==> src/rtl/i2c_csr_bridge_if.sv <==
// i2c_csr_bridge_if: pad-side I2C lines and the internal CSR bus of the bridge.
//   scl, sda_in : I2C clock/data as seen on the pads
//   sda_oe      : 1 = pull SDA low (open drain)
//   csr_a/csr_di/csr_we : CSR address, write data, one-clk write strobe
//   csr_do      : CSR read data, valid one clk after csr_a changes
// master = bridge side, slave = pads + CSR decoder side.
interface i2c_csr_bridge_if;
  localparam int unsigned AW = 5;
  localparam int unsigned DW = 8;

  logic          scl;
  logic          sda_in;
  logic          sda_oe;
  logic [AW-1:0] csr_a;
  logic [DW-1:0] csr_di;
  logic          csr_we;
  logic [DW-1:0] csr_do;

  modport master (
    input  scl, sda_in, csr_do,
    output sda_oe, csr_a, csr_di, csr_we
  );

  modport slave (
    output scl, sda_in, csr_do,
    input  sda_oe, csr_a, csr_di, csr_we
  );
endinterface

==> src/rtl/i2c_csr_bridge.sv <==
// i2c_csr_bridge: I2C target that turns host transfers into CSR bus reads and
// writes through an auto-incrementing 5-bit register pointer.
//   clk, rst : system clock, asynchronous active-high reset
//   bus      : i2c_csr_bridge_if.master (scl, sda_in, sda_oe, csr_a, csr_di,
//              csr_we, csr_do)
// Optional SCL-low timeout: define I2C_CSR_TIMEOUT_EN (adds TIMEOUT_CYCLES).
module i2c_csr_bridge #(
  parameter logic [6:0]  I2C_ADDR   = 7'h4a,
  parameter int unsigned FILTER_LEN = 3
`ifdef I2C_CSR_TIMEOUT_EN
  ,
  parameter logic [15:0] TIMEOUT_CYCLES = 16'd50000
`endif
) (
  input logic              clk,
  input logic              rst,
  i2c_csr_bridge_if.master bus
);

  localparam int unsigned FCW = (FILTER_LEN > 1) ? $clog2(FILTER_LEN) : 1;
  localparam int unsigned BCW = 4;
  localparam int unsigned PW  = 5;
  localparam int unsigned DW  = 8;

  typedef enum logic [3:0] {
    IDLE, ADDR, ADDR_ACK, REG, REG_ACK, WDATA, WDATA_ACK, RDATA, RDATA_ACK, IGNORE
  } state_t;

  // Input path: bit 1 = SCL, bit 0 = SDA. Reset to the idle (high) bus level.
  logic [1:0]     sync1, sync2, filt, filt_d;
  logic [FCW-1:0] fcnt [2];

  always_ff @(posedge clk or posedge rst) begin
    if (rst) begin
      sync1   <= 2'b11;
      sync2   <= 2'b11;
      filt    <= 2'b11;
      filt_d  <= 2'b11;
      fcnt[0] <= '0;
      fcnt[1] <= '0;
    end else begin
      sync1  <= {bus.scl, bus.sda_in};
      sync2  <= sync1;
      filt_d <= filt;
      // Accept a new level only after FILTER_LEN consecutive differing samples
      for (int i = 0; i < 2; i++) begin
        if (sync2[i] == filt[i]) begin
          fcnt[i] <= '0;
        end else if (fcnt[i] == FCW'(FILTER_LEN - 1)) begin
          filt[i] <= sync2[i];
          fcnt[i] <= '0;
        end else begin
          fcnt[i] <= fcnt[i] + FCW'(1);
        end
      end
    end
  end

  logic scl_f, sda_f, scl_rise, scl_fall, start_det, stop_det;

  // Bus events on the filtered lines only
  always_comb begin
    scl_f     = filt[1];
    sda_f     = filt[0];
    scl_rise  = filt[1] & ~filt_d[1];
    scl_fall  = ~filt[1] & filt_d[1];
    start_det = filt[1] & filt_d[1] & filt_d[0] & ~filt[0];
    stop_det  = filt[1] & filt_d[1] & ~filt_d[0] & filt[0];
  end

  state_t          state, state_n;
  logic [DW-1:0]   sh, sh_n;
  logic [BCW-1:0]  bit_cnt, bit_cnt_n;
  logic [PW-1:0]   ptr, ptr_n;
  logic            sda_oe_r, sda_oe_n;
  logic [DW-1:0]   csr_di_r, csr_di_n;
  logic            csr_we_r, csr_we_n;
  logic            rw, rw_n;
  logic            host_ack, host_ack_n;
  logic            wr_pend, wr_pend_n;   // strobe the received byte next clk
  logic            inc_pend, inc_pend_n; // bump pointer the clk after the strobe
`ifdef I2C_CSR_TIMEOUT_EN
  logic [15:0]     to_cnt, to_cnt_n;
`endif

  // State register
  always_ff @(posedge clk or posedge rst) begin
    if (rst) begin
      state    <= IDLE;
      sh       <= '0;
      bit_cnt  <= '0;
      ptr      <= '0;
      sda_oe_r <= 1'b0;
      csr_di_r <= '0;
      csr_we_r <= 1'b0;
      rw       <= 1'b0;
      host_ack <= 1'b0;
      wr_pend  <= 1'b0;
      inc_pend <= 1'b0;
`ifdef I2C_CSR_TIMEOUT_EN
      to_cnt   <= '0;
`endif
    end else begin
      state    <= state_n;
      sh       <= sh_n;
      bit_cnt  <= bit_cnt_n;
      ptr      <= ptr_n;
      sda_oe_r <= sda_oe_n;
      csr_di_r <= csr_di_n;
      csr_we_r <= csr_we_n;
      rw       <= rw_n;
      host_ack <= host_ack_n;
      wr_pend  <= wr_pend_n;
      inc_pend <= inc_pend_n;
`ifdef I2C_CSR_TIMEOUT_EN
      to_cnt   <= to_cnt_n;
`endif
    end
  end

  // Next-state and datapath logic
  always_comb begin
    state_n    = state;
    sh_n       = sh;
    bit_cnt_n  = bit_cnt;
    ptr_n      = ptr;
    sda_oe_n   = sda_oe_r;
    csr_di_n   = csr_di_r;
    csr_we_n   = 1'b0;
    rw_n       = rw;
    host_ack_n = host_ack;
    wr_pend_n  = 1'b0;
    inc_pend_n = 1'b0;
`ifdef I2C_CSR_TIMEOUT_EN
    to_cnt_n   = '0;
`endif

    // Write strobe pipeline runs independently of later bus events
    if (wr_pend) begin
      csr_di_n   = sh;
      csr_we_n   = 1'b1;
      inc_pend_n = 1'b1;
    end
    if (inc_pend) begin
      ptr_n = ptr + PW'(1);
    end

    if (start_det) begin
      state_n   = ADDR;
      bit_cnt_n = '0;
      sda_oe_n  = 1'b0;
    end else if (stop_det) begin
      state_n   = IDLE;
      bit_cnt_n = '0;
      sda_oe_n  = 1'b0;
    end else begin
      unique case (state)
        ADDR, REG, WDATA: begin
          if (scl_rise && bit_cnt != BCW'(8)) begin
            sh_n      = {sh[6:0], sda_f};
            bit_cnt_n = bit_cnt + BCW'(1);
            if (bit_cnt == BCW'(7)) begin
              if (state == REG)   ptr_n     = {sh[3:0], sda_f};
              if (state == WDATA) wr_pend_n = 1'b1;
            end
          end else if (scl_fall && bit_cnt == BCW'(8)) begin
            bit_cnt_n = '0;
            if (state == ADDR) begin
              if (sh[7:1] == I2C_ADDR) begin
                state_n  = ADDR_ACK;
                sda_oe_n = 1'b1;
                rw_n     = sh[0];
              end else begin
                state_n = IGNORE;
              end
            end else begin
              state_n  = (state == REG) ? REG_ACK : WDATA_ACK;
              sda_oe_n = 1'b1;
            end
          end
        end
        ADDR_ACK: begin
          if (scl_fall) begin
            if (rw) begin
              state_n  = RDATA;
              sh_n     = bus.csr_do;
              sda_oe_n = ~bus.csr_do[7];
            end else begin
              state_n  = REG;
              sda_oe_n = 1'b0;
            end
          end
        end
        REG_ACK, WDATA_ACK: begin
          if (scl_fall) begin
            state_n  = WDATA;
            sda_oe_n = 1'b0;
          end
        end
        RDATA: begin
          if (scl_rise && bit_cnt != BCW'(8)) begin
            bit_cnt_n = bit_cnt + BCW'(1);
          end else if (scl_fall) begin
            if (bit_cnt == BCW'(8)) begin
              // Release SDA so the host can drive its ACK/NACK
              state_n   = RDATA_ACK;
              sda_oe_n  = 1'b0;
              bit_cnt_n = '0;
            end else begin
              sh_n     = {sh[6:0], 1'b0};
              sda_oe_n = ~sh[6];
            end
          end
        end
        RDATA_ACK: begin
          if (scl_rise) begin
            host_ack_n = ~sda_f;
            if (!sda_f) ptr_n = ptr + PW'(1);
          end else if (scl_fall) begin
            if (host_ack) begin
              state_n  = RDATA;
              sh_n     = bus.csr_do;
              sda_oe_n = ~bus.csr_do[7];
            end else begin
              state_n  = IGNORE;
              sda_oe_n = 1'b0;
            end
          end
        end
        IDLE, IGNORE: begin
          sda_oe_n = 1'b0;
        end
        default: begin
          state_n  = IDLE;
          sda_oe_n = 1'b0;
        end
      endcase
    end

`ifdef I2C_CSR_TIMEOUT_EN
    // Abort a transfer whose SCL has been held low too long
    if (state != IDLE && state != IGNORE && !scl_f) begin
      to_cnt_n = to_cnt + 16'd1;
    end
    if (to_cnt_n == TIMEOUT_CYCLES) begin
      state_n   = IDLE;
      sda_oe_n  = 1'b0;
      bit_cnt_n = '0;
      wr_pend_n = 1'b0;
      to_cnt_n  = '0;
    end
`endif
  end

  assign bus.sda_oe = sda_oe_r;
  assign bus.csr_a  = ptr;
  assign bus.csr_di = csr_di_r;
  assign bus.csr_we = csr_we_r;

endmodule

==> src/flat_wrapper.sv <==
// flat-port wrapper written by rule: the top's interface ports become plain ports
module i2c_csr_bridge_flat 
#(
  parameter logic [6:0]  I2C_ADDR   = 7'h4a,
  parameter int unsigned FILTER_LEN = 3

)
  (clk, rst, bus_scl, bus_sda_in, bus_csr_do, bus_sda_oe, bus_csr_a, bus_csr_di, bus_csr_we);
  i2c_csr_bridge_if bus_i ();
  input logic clk;
  input logic rst;
  input wire logic [$bits(bus_i.scl)-1:0] bus_scl;
  input wire logic [$bits(bus_i.sda_in)-1:0] bus_sda_in;
  input wire logic [$bits(bus_i.csr_do)-1:0] bus_csr_do;
  output wire logic [$bits(bus_i.sda_oe)-1:0] bus_sda_oe;
  output wire logic [$bits(bus_i.csr_a)-1:0] bus_csr_a;
  output wire logic [$bits(bus_i.csr_di)-1:0] bus_csr_di;
  output wire logic [$bits(bus_i.csr_we)-1:0] bus_csr_we;
  assign bus_i.scl = bus_scl;
  assign bus_i.sda_in = bus_sda_in;
  assign bus_i.csr_do = bus_csr_do;
  assign bus_sda_oe = bus_i.sda_oe;
  assign bus_csr_a = bus_i.csr_a;
  assign bus_csr_di = bus_i.csr_di;
  assign bus_csr_we = bus_i.csr_we;
  i2c_csr_bridge #(.I2C_ADDR(I2C_ADDR), .FILTER_LEN(FILTER_LEN)) u_core (.clk(clk), .rst(rst), .bus(bus_i));
endmodule
==> config.mk <==
export PLATFORM = sky130hd
export DESIGN_NAME = i2c_csr_bridge_flat
export DESIGN_NICKNAME = d
export VERILOG_FILES = /design/src/rtl/i2c_csr_bridge_if.sv /design/src/rtl/i2c_csr_bridge.sv /design/src/flat_wrapper.sv
export SDC_FILE = /design/constraint.sdc
export NUM_CORES = 1
export LEC_CHECK = 0
export BUFFER_PORTS_ARGS = -buffer_cell sky130_fd_sc_hd__buf_2
export CORE_ASPECT_RATIO = 1.4
export CORE_MARGIN = 2
export CORE_UTILIZATION = 55
export CTS_CLUSTER_SIZE = 8
export DETAILED_ROUTE_END_ITERATION = 8
export GPL_ROUTABILITY_DRIVEN = 1
export HOLD_SLACK_MARGIN = 0.02
export MAX_ROUTING_LAYER = met4
export PLACE_DENSITY = 0.85
export SETUP_SLACK_MARGIN = 0.2
export SYNTH_ARGS = -nofsm -noshare
export SYNTH_HDL_FRONTEND = slang
export SYNTH_SLANG_ARGS = --single-unit
==> constraint.sdc <==
create_clock -name clk -period 4.7 [get_ports clk]
set_input_delay 0.47 -clock clk [delete_from_list [all_inputs] [get_ports clk]]
set_output_delay 0.47 -clock clk [all_outputs]
set_load 0.01 [all_outputs]
# After elaboration in Yosys (flattened, before gate mapping)
# Index checks and enable logic that the tools add are counted.
totals:
  reg_bits: 46
  output_inout_bits: 15
  n_memories: 0
  mem_bits_rw: 0
  latchBits: 0
  elab_cells: 166
  romBits: 0
op_classes:
  addsub: 4
  n_shift: 0
  reduce_logical: 16
  n_div: 0
  mul: 0
  n_bitwise: 18
  mux: 71
  n_eq_ne: 40
  magnitude_cmp: 0
op_table:
  columns: ["cell", "count"]
  rows:
  - ["4-bit two-way mux", 21]
  - ["8-bit two-way mux", 9]
  - ["5-bit two-way mux", 8]
  - ["8-bit one-hot mux with 4 select lines", 1]
  - ["4-bit by 1-bit inequality test with 1-bit output, second input constant", 6]
  - ["4-bit one-hot mux with 6 select lines", 1]
  - ["1-bit two-way mux", 22]
  - ["4-bit by 3-bit equality test with 1-bit output, second input constant", 5]
  - ["5-bit by 1-bit inequality test with 1-bit output, second input constant", 3]
  - ["4-bit equality test, second input constant", 3]
  - ["2-bit by 1-bit inequality test with 1-bit output, second input constant", 6]
  - ["12-bit AND reduction", 1]
  - ["1-bit inverter", 11]
  - ["2-bit two-way mux", 5]
  - ["5-bit one-hot mux with 2 select lines", 1]
  - ["10-bit AND reduction", 1]
  - ["9-bit AND reduction", 1]
  - ["4-bit by 2-bit equality test with 1-bit output, second input constant", 2]
  - ["4-bit by 2-bit inequality test with 1-bit output, second input constant", 2]
  - ["4-bit inequality test, second input constant", 2]
  - ["4-bit one-hot mux with 2 select lines", 1]
  - ["4-bit AND reduction", 2]
  - ["4-bit nonzero test", 2]
  - ["1-bit bitwise AND", 7]
  - ["18 further kinds", 26]

# Logic depth before layout (Yosys ltp)
# Gate-level depths: netlist (run 1).
depth:
  word_depth: 8
  mapped_depth: 8

# Worst setup path before layout (run 1)
# OpenSTA, ideal clock, no wires.
synth_timing:
  path_kind: "register -> register"
  from: "reg u_core.filt_d[1]"
  to: "reg u_core.sh[1]"
  setup_ns: 0.125
  n_path_buf: 1
  setup_slack_ns: 2.695
  path_stages_with_launch: 7
  arrival_time_ns: 1.880
  path_cell_list: "dfstp_2 buf_2 nand2b_1 o32ai_2 nor3_1 nor3_4 mux2_2"
synth_via:
  elab_chain_cells: 5
synth_lines:
  columns: ["element", "line_no", "text"]
  rows:
  - ["from (decl)", "i2c_csr_bridge.sv:30", "logic [1:0] sync1, sync2, filt, filt_d;"]
  - ["from (signal assigned)", "i2c_csr_bridge.sv:44", "filt_d <= filt;"]
  - ["1-bit inverter or 1-bit bitwise AND (tied branches)", "i2c_csr_bridge.sv:65, i2c_csr_bridge.sv:67, i2c_csr_bridge.sv:68", null]
  - ["1-bit bitwise AND, on equally long branches", "i2c_csr_bridge.sv:65, i2c_csr_bridge.sv:67, i2c_csr_bridge.sv:68", null]
  - ["1-bit logical AND (tied with other cells)", "i2c_csr_bridge.sv:159, i2c_csr_bridge.sv:201", null]
  - ["2-bit inequality test (no line) (tied with other cells)", null, null]
  - ["12-bit AND reduction (no line) *", null, null]
  - ["to (signal assigned)", "i2c_csr_bridge.sv:105", "sh <= sh_n;"]
  - ["to (decl)", "i2c_csr_bridge.sv:72", "logic [DW-1:0] sh, sh_n;"]
# Every way passes the cells marked *; elsewhere a longest branch is shown, timed or not.
# A chain may end at the register's enable or synchronous reset.

# Worst setup path in the final report (run 1)
layout_timing:
  from: "reg u_core.state[3]"
  to: "reg u_core.state[3]"
layout_via:
  elab_chain_cells: 7
layout_lines:
  columns: ["element", "line_no", "text"]
  rows:
  - ["from (decl)", "i2c_csr_bridge.sv:71", "state_t state, state_n;"]
  - ["from (signal assigned)", "i2c_csr_bridge.sv:104", "state <= state_n;"]
  - ["4-bit by 1-bit equality test with 1-bit output", "i2c_csr_bridge.sv:157, i2c_csr_bridge.sv:168", null]
  - ["4-bit two-way mux", "i2c_csr_bridge.sv:168", "if (state == ADDR) begin"]
  - ["4-bit two-way mux", "i2c_csr_bridge.sv:166", "end else if (scl_fall && bit_cnt == BCW'(8)) begin"]
  - ["4-bit two-way mux", "i2c_csr_bridge.sv:159", "if (scl_rise && bit_cnt != BCW'(8)) begin"]
  - ["4-bit one-hot mux with 6 select lines", "i2c_csr_bridge.sv:157", "unique case (state)"]
  - ["4-bit two-way mux", "i2c_csr_bridge.sv:152", "end else if (stop_det) begin"]
  - ["4-bit two-way mux", "i2c_csr_bridge.sv:148", "if (start_det) begin"]
# Several ways; a longest one is shown, not always the timed one. The select of a mux whose other input is x is not followed.

==> flow_summary.json, run 1 <==
{
  "drtIter0Drc": 92,
  "yosysMostFrequentCell": "dfrtp_1",
  "h-tree-depth": 2,
  "port-buffer-count": 26,
  "min_period_ps": 2410,
  "ctsHoldBuffers": 0,
  "vias": 1895,
  "cts_resized": 0,
  "numClockSinks": 46,
  "globalplace.congestion": 0.913,
  "wirelength_um": 4960,
  "antenna_found_initial": 0,
  "finalCritPeriodShare_pct": 51.3,
  "cts_buffers": 5,
  "dpl.hpwl_um": 3610,
  "syn_avg_cell_area_um2": 10.3,
  "hp-class": "input port to flop",
  "rsz0062_at_grt": "no",
  "fin_tns_setup_ps": 0,
  "yosysSeqAreaShare_pct": 46.5,
  "cts_setup_buffers": 0,
  "worstPathArrival_ps": 2590,
  "async_flop_share_pct": 100,
  "yosys_warnings": 0,
  "synthTopCellsByCount": "dfrtp_1 (38), mux2_2 (22), nand2_1 (14), o21ai_0 (14)",
  "startpoint_type": "flop",
  "firstDrtPassIters": 4,
  "drive_gt1_share_pct": 26.4,
  "ys_ff_latch": 46,
  "avgViaCountPerCell": 5.87,
  "start_util_pct": 55.9,
  "drc": 0,
  "root_buffer": "clkbuf_8",
  "grt-ovfl-total": 0,
  "die_width_um": 60.9,
  "grt_pass1_vias": 1743,
  "tightestPinTransition_ps": 924,
  "clock_path_buffers": 2,
  "synth_top_area_cell": "dfrtp_1",
  "netlist_area_mm2": 0.00249,
  "hold_ws_ps": 264,
  "synth_flop_cell": "dfrtp_1",
  "setup_viol": 0,
  "coreArea_mm2": 0.00446,
  "timing.fmax_ghz": 0.415,
  "synth_edf_count": 0,
  "ant_nets": 0,
  "nNetsFinal": 275,
  "area_delta_synth_final_pct": 10.0,
  "cp_max_fo": 16,
  "grt_max_degree": 47,
  "pwr_density_cell_mw_per_mm2": 547,
  "num_rows": 29,
  "path_clk_slew_ps": 80,
  "drv_cap": 0,
  "grt_usage_pct": 21.3,
  "chipHeight_um": 83.7,
  "dpl_cell_area_mm2": 0.00264,
  "crit_type": "flop to flop",
  "synth_top_cell_area_share_pct": 38.1,
  "cp-end-kind": "flop",
  "cts_tree": "built",
  "grt_first_pass_wirelength_um": 8050,
  "slew_headroom_pct": 38.3,
  "slew_viol_final": 0,
  "skew_ps": 4.58,
  "insertedDiodeCount": 0,
  "worstPathRequired_ps": 4880,
  "final_cell_area_mm2": 0.00275,
  "synth_cells": 243,
  "ys_types": 52,
  "wl_per_cell_um": 15.4,
  "hold_viol": 0,
  "status": "finished clean",
  "vdd_ir_drop_max_mv": 0.341,
  "syn-num-nets": 258,
  "io_pins": 27,
  "clk_latency_ps": 300,
  "synth.area.top_cells": "dfrtp_1 (38%), mux2_2 (9.9%), dfstp_2 (8.4%)",
  "die_area_mm2": 0.00510,
  "p_leak_nw": 1.22
}
-- critical path: stages (launching register included) --
cell and delay (ps):
dfrtp_1 650, nand2b_1 540, o22ai_1 180, a311oi_2 590
o21ai_0 220, o41ai_1 110
-- path summary, 6_finish.rpt --
kind                                 start         endpoint  slack, ps  depth (start not counted)
max in group asynchronous              rst  u_core.state[3]       3750                          2
setup / recovery           u_core.state[3]  u_core.state[3]       2290                          5
hold reg to reg            u_core.sync1[1]  u_core.sync2[1]        360                          0
setup reg to reg           u_core.state[3]  u_core.state[3]       2290                          5
hold / removal                     bus_scl  u_core.sync1[1]        260                          1
min in group asynchronous              rst   u_core.fcnt[2]        370                          2
-- layout make-up --
cell class	instances	area, µm²
timing repair buffer	26	130
tap	62	77.6
inverter	8	30.0
multi-input combinational	173	1240
clock inverter	2	37.5
clock buffer	6	72.6
fill	367	1720
sequential	46	1160
-- registers in the layout, indices dropped and copies added (netlist names), 2 cells and up --
| name | cells |
|---|---|
| u_core.bit_cnt | 4 |
| u_core.bus.csr_a | 5 |
| u_core.bus.csr_di | 8 |
| u_core.fcnt | 4 |
| u_core.filt | 2 |
| u_core.filt_d | 2 |
| u_core.sh | 8 |
| u_core.state | 4 |
| u_core.sync1 | 2 |
| u_core.sync2 | 2 |
-- routing by layer --
metal	up-vias	global-route usage (%)	wire, µm
met4	0	9.68	157
met1	909	25.4	2030
met2	48	33.6	2590
met5	-	-	0
li1	921	-	-
met3	17	4.34	174
-- kinds of logic (layout without fill, tap and decap cells) --
logic type | count (synthesis) | after routing | synth area share [%]
DFF | 46 | 46 | 46.5
adders and majority gates | 3 | 3 | 1.50
xor gates and xnor gates | 13 | 13 | 4.56
and+or+nand+nor | 76 | 76 | 16.9
muxes | 27 | 27 | 12.0
buffers and inverters | 24 | 42 | 3.91
AOI/OAI and AO/OA | 54 | 54 | 14.6
-- report_power, final --
group	total, mW	switching, mW	internal (mW)
combinational	0.558	0.285	0.273
sequential	0.654	0.148	0.506
clock	0.288	0.130	0.159
-- placed cells by master, fill, tap and decap left out, types with 6 or more instances in the layout --
cell | netlist | layout
a21oi_1 | 13 | 13
a22oi_1 | 6 | 6
buf_2 | 6 | 26
dfrtp_1 | 38 | 38
dfstp_2 | 8 | 8
inv_1 | 8 | 7
mux2_2 | 22 | 22
nand2_1 | 14 | 14
nand3_1 | 7 | 7
nor2_1 | 13 | 13
nor2b_1 | 6 | 6
nor3_1 | 9 | 9
o21ai_0 | 14 | 14
xnor2_1 | 8 | 8
-- metrics by stage --
| stage | setup WS, ps | total power, mW | utilization [%] | cells |
|---|---|---|---|---|
| 3_5_place_dp | 2330 | 1.22 | 59.0 | 315 |
| 3_3_place_gp | 2400 | 1.20 | 59.0 | 315 |
| 4_1_cts | 2310 | 1.51 | 61.5 | 323 |
| 6_report | 2290 | 1.50 | 61.5 | 323 |
| 2_1_floorplan | 2700 | 1.10 | - | 243 |
| 5_1_grt | 2110 | 1.60 | 61.5 | 323 |
No activity file was read; power rests on OpenSTA's default activity.
==> run 2, diff against run 1 <==
Settings changed: CORE_UTILIZATION 55 to 53, PLACE_DENSITY 0.85 to 0.86.
Clock period 4.7 ns to 2.1 ns, I/O delays scaled along.
==> flow_summary.json, run 2 (same netlist as run 1, synthesis figures left out) <==
{
  "dpl_worst_slack_ps": 95.5,
  "slew_viol_final": 0,
  "hp-class": "input port to asynchronous set/reset pin",
  "grt_max_degree": 47,
  "port-buffer-count": 26,
  "mostFrequentLayoutCells": "dfrtp_1 (35), buf_2 (26), buf_4 (26)",
  "fill_cells": 286,
  "vdd_ir_drop_max_mv": 0.810,
  "p_total_mw": 3.92,
  "p_comb_share_pct": 47.8,
  "h-tree-depth": 2,
  "cp_max_fo": 8,
  "timing.reg2reg.setup_slack_ps": 180,
  "die_width_um": 62.0,
  "root_buffer": "clkbuf_8",
  "timing.fmax_ghz": 0.520,
  "clk_latency_ps": 310,
  "nNetsFinal": 306,
  "r2r_end": "u_core.sh[7]",
  "setup_viol": 0,
  "drtIter0Drc": 233,
  "reg2regPathDepth": 8,
  "numClockSinks": 46,
  "worstPathArrival_ps": 2120,
  "min_period_ps": 1920,
  "start_util_pct": 55.0,
  "pwr_density_cell_mw_per_mm2": 1260,
  "finalCritPeriodShare_pct": 91.6,
  "die_area_mm2": 0.00528,
  "area_delta_synth_final_pct": 24.9,
  "firstDrtPassIters": 5,
  "grt.met3_usage_pct": 4.57,
  "chipHeight_um": 85.2,
  "crit_type": "flop to flop",
  "reg2reg_from": "u_core.bit_cnt[0]",
  "switching_share_pct": 38.7,
  "grt_pass1_vias": 2034,
  "seqPwrFrac_pct": 34.9,
  "rsz0062_at_grt": "yes",
  "grt_first_pass_wirelength_um": 9520,
  "slew_headroom_pct": 58.5,
  "cp-end-kind": "flop",
  "insertedDiodeCount": 0,
  "hold_viol": 0,
  "drive_gt1_share_pct": 40.1,
  "grt-ovfl-total": 0,
  "mostFrequentLayoutCell": "dfrtp_1",
  "path_clk_slew_ps": 90,
  "vias": 2236,
  "ant_nets": 0,
  "drv_cap": 0,
  "num_rows": 29,
  "setup_ws_ps": 177,
  "avgViaCountPerCell": 6.32,
  "gr-usage-met2_pct": 39.2,
  "startpoint_type": "flop",
  "grtUsageMet1_pct": 27.7,
  "grt_usage_pct": 24.8,
  "status": "finished clean",
  "cts_tree": "built",
  "clock_path_buffers": 2,
  "coreArea_mm2": 0.00454,
  "cp-startpoint": "u_core.bit_cnt[0]",
  "fin_tns_setup_ps": 0,
  "tightestPinTransition_ps": 622,
  "gr-max-usage-layer": "met2",
  "drc": 0,
  "cts_buffers": 5,
  "wirelength_um": 6460,
  "power_frac_clock_pct": 17.3,
  "dpl.hpwl_um": 3890,
  "power.switching_mw": 1.52,
  "skew_ps": 10.1,
  "finish.utilization_pct": 68.7,
  "p_leak_nw": 1.41,
  "antenna_found_initial": 0,
  "internal-power_mw": 2.41,
  "io_pins": 27,
  "worstPathRequired_ps": 2300,
  "wl_per_cell_um": 18.3,
  "globalplace.congestion": 0.950
}
==> run 2: cell types whose count changed in the layout (fill, tap and decap cells not counted), sizes merged <==
cell and delta:
buf +29, clkinvlp -1, clkinv +1, clkbuf -1, dlygate4sd3 +2, inv +1
==> run 2: power by group through the flow <==
stage          logic, mW  clock network (mW)  registers (mW)
2_1_floorplan       1.18                   0            1.29
3_3_place_gp        1.45                   0            1.38
3_5_place_dp        1.49                   0            1.39
4_1_cts             1.73               0.684            1.35
5_1_grt             2.01               0.721            1.39
6_report            1.87               0.680            1.37
==> run 2: per-stage QoR <==
step	hold slack, ps	area [µm²]	std cells
after floorplan	214	2500	243
after global placement	316	2770	332
after detailed placement	316	2770	332
after CTS	53.4	2980	347
after global routing	88.6	3120	354
final	33.6	3120	354
==> run 2: per-layer routing <==
metal	up-vias	wire [µm]
li1	985	-
met2	142	3380
met4	0	363
met5	-	0
met1	1066	2270
met3	43	449
==> run 2: cell type report <==
class	count	area, µm²	area share (%)
timing repair buffer	57	388	12.4
clock inverter	3	43.8	1.41
tap	62	77.6	2.49
clock buffer	5	68.8	2.21
multi-input combinational	173	1340	43.1
inverter	8	30.0	0.964
sequential	46	1160	37.4
==> run 2: worst max-delay path, stage by stage (launching register included) <==
cell      delay (ps)
dfrtp_2          400
inv_1             50
ha_1             210
nand3b_1         200
buf_4            150
a21oi_1           90
nor3_4           230
buf_12           150
mux2_2           330
==> run 2: how the worst max path moves through the flow <==
stage	endpoint	slack, ps	depth (start not counted)
finish	u_core.sh[7]	180	8
global route	u_core.bus.sda_oe	80	5
CTS	u_core.sh[5]	210	7
detailed placement	u_core.state[2]	100	6
global placement	u_core.sh[3]	160	5
floorplan	u_core.sh[1]	220	6
==> run 2: what timing repair did <==
item,4_1_cts,5_1_grt
buffers inserted,5,7
hold buffers,2,0
gates resized for setup,9,18
pin swaps,4,2
hold endpoints to repair,2,0
endpoints found under the setup margin,18,18
